<file path="config.mk">
export PLATFORM = sky130hd
export DESIGN_NAME = muldiv_unit
export DESIGN_NICKNAME = d
export VERILOG_FILES = /design/src/rtl/muldiv_pkg.sv /design/src/rtl/muldiv_step.sv /design/src/rtl/muldiv_unit.sv
export SDC_FILE = /design/constraint.sdc
export NUM_CORES = 1
export LEC_CHECK = 0
export ABC_AREA = 1
export ABC_CLOCK_PERIOD_IN_PS = 8500
export CORE_MARGIN = 1.5
export CORE_UTILIZATION = 45
export DETAILED_ROUTE_END_ITERATION = 8
export PLACE_DENSITY_LB_ADDON = 0.1
export SYNTH_ARGS = -nofsm -noshare
export SYNTH_HDL_FRONTEND = slang
export SYNTH_HIERARCHICAL = 1
export SYNTH_SLANG_ARGS = --single-unit
</file>
<file path="constraint.sdc">
create_clock -name clk -period 8.5 [get_ports clk]
set_input_delay 1.7 -clock clk [delete_from_list [all_inputs] [get_ports clk]]
set_output_delay 1.7 -clock clk [all_outputs]
set_load 0.02 [all_outputs]
</file>
<file path="src/rtl/muldiv_pkg.sv">
// Shared encodings, FSM states and helpers for the iterative multiply/divide unit.
package muldiv_pkg;

   localparam logic [2:0] OP_MULTU = 3'b000;
   localparam logic [2:0] OP_MULT  = 3'b001;
   localparam logic [2:0] OP_DIVU  = 3'b010;
   localparam logic [2:0] OP_DIV   = 3'b011;
   localparam logic [2:0] OP_MTHI  = 3'b100;
   localparam logic [2:0] OP_MTLO  = 3'b101;

   // Widest value condNeg handles; callers zero-extend in and truncate out.
   localparam int NEG_W = 128;

   typedef enum logic [1:0] {
      IDLE,
      CALC,
      FIX
   } muldiv_state_t;

   function automatic logic [NEG_W-1:0] condNeg(
      input logic [NEG_W-1:0] v,
      input logic             neg
   );
      return neg ? -v : v;
   endfunction

endpackage

</file>
<file path="src/rtl/muldiv_step.sv">
// One shift-add multiply or restoring-divide iteration.
module muldiv_step #(
   parameter int WIDTH = 32
) (
   input  logic             isDiv,
   input  logic [2*WIDTH:0] acc,
   input  logic [WIDTH-1:0] operand,
   output logic [2*WIDTH:0] accNext,
   output logic             qBit
);

   logic [WIDTH:0]   sum;
   logic [WIDTH:0]   shifted;
   logic [WIDTH+1:0] diff;

   always_comb begin
      sum     = acc[2*WIDTH:WIDTH]
              + (acc[0] ? {1'b0, operand} : '0);
      shifted = {acc[2*WIDTH-1:WIDTH], acc[WIDTH-1]};
      diff    = {1'b0, shifted} - {2'b00, operand};
      qBit    = 1'b0;
      accNext = {1'b0, sum, acc[WIDTH-1:1]};
      if (isDiv) begin
         // Remainder lives in the upper WIDTH+1 bits, quotient fills the low half.
         qBit    = ~diff[WIDTH+1];
         accNext = {qBit ? diff[WIDTH:0] : shifted,
                    acc[WIDTH-2:0], 1'b0};
      end
   end

endmodule

</file>
<file path="src/rtl/muldiv_unit.sv">
// Iterative multiply/divide unit with HI/LO registers and start/busy/done handshake.
module muldiv_unit
   import muldiv_pkg::*;
#(
   parameter int WIDTH = 32
) (
   input  logic             clk,
   input  logic             reset,
   input  logic             start,
   input  logic [2:0]       op,
   input  logic [WIDTH-1:0] A,
   input  logic [WIDTH-1:0] B,
   output logic             busy,
   output logic             done,
   output logic             div_by_zero,
   output logic [WIDTH-1:0] hi,
   output logic [WIDTH-1:0] lo
);

   localparam int CW = $clog2(WIDTH + 1);

   muldiv_state_t state;

   logic             isDiv;
   logic             negRes;
   logic             negRem;
   logic             bZero;
   logic [CW-1:0]    cnt;
   logic [WIDTH-1:0] operand;
   logic [2*WIDTH:0] acc;
   logic [2*WIDTH:0] stepAcc;
   logic             qBit;

   logic [WIDTH-1:0]   magA;
   logic [WIDTH-1:0]   magB;
   logic [2*WIDTH-1:0] prodRes;
   logic [WIDTH-1:0]   quoRes;
   logic [WIDTH-1:0]   remRes;

   muldiv_step #(.WIDTH(WIDTH)) step (
      .isDiv  (isDiv),
      .acc    (acc),
      .operand(operand),
      .accNext(stepAcc),
      .qBit   (qBit)
   );

   always_comb begin
      magA    = (op[0] && A[WIDTH-1]) ? -A : A;
      magB    = (op[0] && B[WIDTH-1]) ? -B : B;
      prodRes = (2*WIDTH)'(condNeg((NEG_W)'(acc[2*WIDTH-1:0]), negRes));
      // A zero divisor leaves the quotient all ones and the remainder equal to |A|,
      // so restoring the dividend sign yields the raw A.
      quoRes  = bZero ? acc[WIDTH-1:0]
              : (WIDTH)'(condNeg((NEG_W)'(acc[WIDTH-1:0]), negRes));
      remRes  = (WIDTH)'(condNeg((NEG_W)'(acc[2*WIDTH-1:WIDTH]), negRem));
   end

   always_ff @(posedge clk or posedge reset) begin
      if (reset) begin
         state       <= IDLE;
         busy        <= 1'b0;
         done        <= 1'b0;
         div_by_zero <= 1'b0;
         hi          <= '0;
         lo          <= '0;
         isDiv       <= 1'b0;
         negRes      <= 1'b0;
         negRem      <= 1'b0;
         bZero       <= 1'b0;
         cnt         <= '0;
         operand     <= '0;
         acc         <= '0;
      end else begin
         done <= 1'b0;
         unique case (state)
            IDLE: begin
               if (start) begin
                  unique case (op)
                     OP_MULTU, OP_MULT, OP_DIVU, OP_DIV: begin
                        isDiv       <= op[1];
                        negRes      <= op[0] & (A[WIDTH-1] ^ B[WIDTH-1]);
                        negRem      <= op[0] & A[WIDTH-1];
                        bZero       <= op[1] && (B == '0);
                        operand     <= op[1] ? magB : magA;
                        acc         <= {{(WIDTH+1){1'b0}}, op[1] ? magA : magB};
                        cnt         <= (CW)'(WIDTH);
                        div_by_zero <= 1'b0;
                        busy        <= 1'b1;
                        state       <= CALC;
                     end
                     OP_MTHI: begin
                        hi          <= A;
                        done        <= 1'b1;
                        div_by_zero <= 1'b0;
                     end
                     OP_MTLO: begin
                        lo          <= A;
                        done        <= 1'b1;
                        div_by_zero <= 1'b0;
                     end
                     default: ;
                  endcase
               end
            end
            CALC: begin
               acc <= isDiv ? {stepAcc[2*WIDTH:1], qBit} : stepAcc;
               cnt <= cnt - (CW)'(1);
               if (cnt == (CW)'(1))
                  state <= FIX;
            end
            FIX: begin
               if (isDiv) begin
                  lo          <= quoRes;
                  hi          <= remRes;
                  div_by_zero <= bZero;
               end else begin
                  lo <= prodRes[WIDTH-1:0];
                  hi <= prodRes[2*WIDTH-1:WIDTH];
               end
               done  <= 1'b1;
               busy  <= 1'b0;
               state <= IDLE;
            end
            default: state <= IDLE;
         endcase
      end
   end

endmodule
</file>
==> flow_summary.rst <==
.. list-table::
   :header-rows: 1

   * - Metric
     - Value
   * - Initial drt markers
     - between 2k and 2.5k
   * - Post-synthesis register bit count
     - 176
   * - Wire length on met1
     - around 33000 um
   * - Synth async-reset ratio
     - 100%
   * - Gate count of the mapped netlist
     - about 3.2k
   * - Critical Path Sink Type
     - flop
   * - Library cell appearing most often on the critical path
     - inv_1
   * - Wirelength per Cell
     - ~22 um
   * - Final hold violation count
     - 0
   * - Pre-CTS setup slack
     - approximately 4 ns
   * - Crit path max-delay cell type
     - inv_1
   * - Vias per cell
     - just under 6
   * - Number of gates given a new drive strength after cts
     - 0
   * - Overflow left after global routing
     - 0
   * - Cell accounting for the most synthesized area
     - dfrtp_1
   * - Final non-filler cell area
     - between 0.02 and 0.025 mm^2
   * - Std-Cell Rows
     - 74
   * - Wire length of the first global-routing pass
     - about 120000 um
   * - Run status
     - finished clean
   * - Top FF cell, synth
     - dfrtp_1
   * - Clock transition at the registers of the reported paths
     - 0.08 ns
   * - Setup Crit Path Kind
     - in -> reg
   * - Final Power
     - 9.47 mW
   * - I/O Buffers
     - 136
   * - Nets
     - between 3k and 4k
   * - Worst hold slack across all endpoints
     - 0.488 ns
   * - Peak Freq
     - between 0.2 and 0.25 GHz
   * - Maximum count of clock buffers along a single path
     - 2
   * - Stage delay of the slowest cell on the critical path
     - approximately 0.60 ns
   * - H-tree Lvls
     - 4
   * - Vias in the first global route
     - between 20k and 25k
   * - Final period demand of the worst path
     - a little over 4 ns
   * - FF-to-FF Start
     - acc[0]
   * - Number of synthesized flops with an enable pin
     - 0
   * - Kind of start point of the critical path
     - input pin
   * - Setup Buffers After CTS
     - 0
   * - Count of boundary I/O pins
     - about 140
   * - Net count of the mapped netlist
     - 3378
   * - Hold bufs inserted after CTS
     - 0
   * - Routed Wire Length
     - between 80000 and 90000 um
   * - Syn Std Cell Area
     - between 0.015 and 0.02 mm^2
   * - Peak supply drop
     - between 0.2 and 0.25 mV
   * - Count of distinct cell types in the synthesized netlist
     - 51
   * - Routability-driven placement congestion ratio
     - roughly 1
   * - Total GRT Usage
     - around two fifths
   * - Post-detailed-placement cell area
     - ~0.021 mm^2
   * - Detailed-route DRC error count
     - 0
   * - Count of warnings emitted by yosys
     - 6
   * - Sum of negative setup slack
     - 0 ns
   * - Number of CTS-inserted buffers
     - 17
   * - Wire length on met3
     - a little over 7000 um
   * - Signal arrival time at the worst endpoint
     - roughly 4.4 ns
   * - Transition time at the pin with the least slew margin
     - between 1 and 1.5 ns
   * - Static leakage power
     - 10.8 nW
   * - Detailed-route via count
     - around 22k
   * - Power density of the placed cells
     - 447 mW/mm^2
   * - Headroom to the max-slew limit
     - about 22%
   * - Share of the synthesized area in the top cell type
     - 23.3%
   * - Avg Synthesized Cell Area
     - about 6 um^2
   * - Die area
     - roughly 0.043 mm^2
   * - Worst Setup Slack, final
     - ~4.4 ns
   * - Share of cells above drive strength 1
     - approximately 5.4%
   * - Die width
     - between 200 and 250 um
   * - Antenna-violating nets left
     - 0
   * - Pre-Repair DR Iteration Count
     - 6
   * - Critical Path Fanout Max
     - 58
   * - Unrepaired setup endpoints after global routing
     - no
   * - Antenna Diode Count
     - 0
   * - CORE AREA
     - around 0.04 mm^2
   * - Max-cap check violation count
     - 0
   * - Clock root buffer
     - clkbuf_16
   * - Critical Path RT
     - 8.85 ns
   * - Share of synthesized area occupied by flip-flops and latches
     - 23.3%
   * - Largest cells by area after synthesis
     - dfrtp_1 (23%), nand2_1 (21%), nand3_1 (8.4%)
   * - TritonCTS clock tree
     - done
   * - Post-synthesis to final-layout area growth
     - 12.0%
   * - Top layer used by detailed routing
     - met4
   * - Setup Skew
     - 0.0156 ns
   * - TritonCTS sink count
     - about 180
   * - Detailed placer's ending HPWL
     - around 67000 um
   * - Final slew viol count
     - 0
   * - Cells traversed along the worst timing path
     - clkdlybuf4s50_1, inv_1, nor2_1, inv_1, a21oi_4, buf_4, inv_1, nor4_2, nand3b_1, a21oi_1, o21ai_0
   * - Effective utilization at floorplan
     - between 40% and 50%
   * - Met2 Routed Length
     - ~38000 um
   * - Setup crit start
     - start
   * - Start point of the worst hold path
     - lo[15]
   * - Pin count of the biggest net entering global routing
     - 94
   * - Chip Height
     - 208 um
   * - Setup violators final
     - 0
   * - Period Utilization, post-route
     - about 48%
   * - Hold Crit Class
     - reg -> reg
   * - Clock network latency to the later pin of the worst-skew pair
     - ~0.48 ns
   * - Antenna violations before repair
     - 1
==> cell families (layout without fill, tap and decap cells) <==
group | count (synthesis) | after routing | synth area share, %
xor+xnor | 50 | 50 | 2.32
simple gates | 1944 | 1944 | 44.7
compound gates | 452 | 452 | 13.5
flops | 176 | 176 | 23.3
fa+ha+maj | 72 | 72 | 4.84
buf+inv | 542 | 622 | 11.4
==> worst paths after layout <==
check | end | depth (start not counted) | slack, ns
worst min register to register | lo[15] | 2 | 0.49
worst max-delay path | cnt[5] | 11 | 4.45
worst min-delay path | lo[15] | 2 | 0.49
max in group asynchronous | acc[54] | 3 | 5.40
min in group asynchronous | lo[12] | 2 | 1.68
worst max register to register | acc[53] | 18 | 5.07
==> final cells by class <==
class | instances | area [um^2]
multi-input cells | 2518 | 12400
fillers | 4465 | 19900
clock inverters | 15 | 174
well taps | 532 | 666
clock buffers | 17 | 425
flip-flops and latches | 176 | 4410
inverters | 440 | 1660
repair buffers | 150 | 1470
==> synthesized netlist by cell type (14+ instances only) <==
cell,instances
nand2_1,1039
inv_1,415
nor2_1,381
nand3_1,317
dfrtp_1,176
o21ai_0,174
a21oi_1,148
ha_1,70
clkbuf_1,43
buf_2,41
nand3b_1,41
nand4_1,37
xor2_1,35
o211ai_1,31
a31oi_1,25
nor2_2,24
nor3_1,22
inv_2,21
nand2_2,20
o21ai_1,16
xnor2_1,15
nor2_4,14
or2_2,14
==> critical path: cells and delay by family <==
kind | cells | cell delay, ns
compound gates | 3 | 0.37
simple gates | 3 | 0.63
buf+inv | 5 | 1.70
==> placed cells by master (no fill, tap or decap), drive strengths merged, types with 2 or more instances in the layout <==
| cell type | count |
|---|---|
| dfrtp | 176 |
| buf | 14 |
| a31oi | 25 |
| o221ai | 5 |
| nand3 | 330 |
| nor2 | 422 |
| clkinv | 8 |
| o22ai | 4 |
| xnor2 | 15 |
| fa | 2 |
| inv | 443 |
| nor3 | 23 |
| clkdlybuf4s50 | 136 |
| o21a | 4 |
| o211ai | 31 |
| o21bai | 10 |
| clkbuf | 17 |
| nor4 | 4 |
| a22oi | 13 |
| and2 | 8 |
| clkinvlp | 2 |
| a21boi | 2 |
| ha | 70 |
| xor2 | 35 |
| nand2 | 1063 |
| a21o | 6 |
| nand3b | 41 |
| o21ai | 195 |
| a21oi | 155 |
| bufinv | 2 |
| or2 | 16 |
| nand4 | 37 |
==> state kept, by name, indices dropped and copies added, names as in the netlist <==
signal and flops:
lo 32, div_by_zero 1, isDiv 1, negRem 1
cnt 6, acc 65, hi 32, state 2
operand 32, done 1, negRes 1, busy 1
bZero 1
==> power breakdown <==
part	internal [mW]	total, mW	switching, mW
logic	2.26	6.64	4.37
registers	1.26	1.99	0.738
clock network	0.442	0.841	0.399
total	3.96	9.47	5.51
==> per-stage QoR <==
step                instances  util [%]
global route             3848      51.5
detailed placement       3816      50.0
finish                   3848      51.5
CTS                      3848      51.5
global placement         3816      50.0
floorplan                3236         -
==> routing by layer <==
| metal | global-route usage, % | vias up |
|---|---|---|
| li1 | - | 10500 |
| met2 | 61.7 | 1159 |
| met5 | 0 | - |
| met4 | 22.5 | 0 |
| met3 | 7.25 | 253 |
| met1 | 47.0 | 10400 |
No activity file was read; power rests on OpenSTA's default activity.
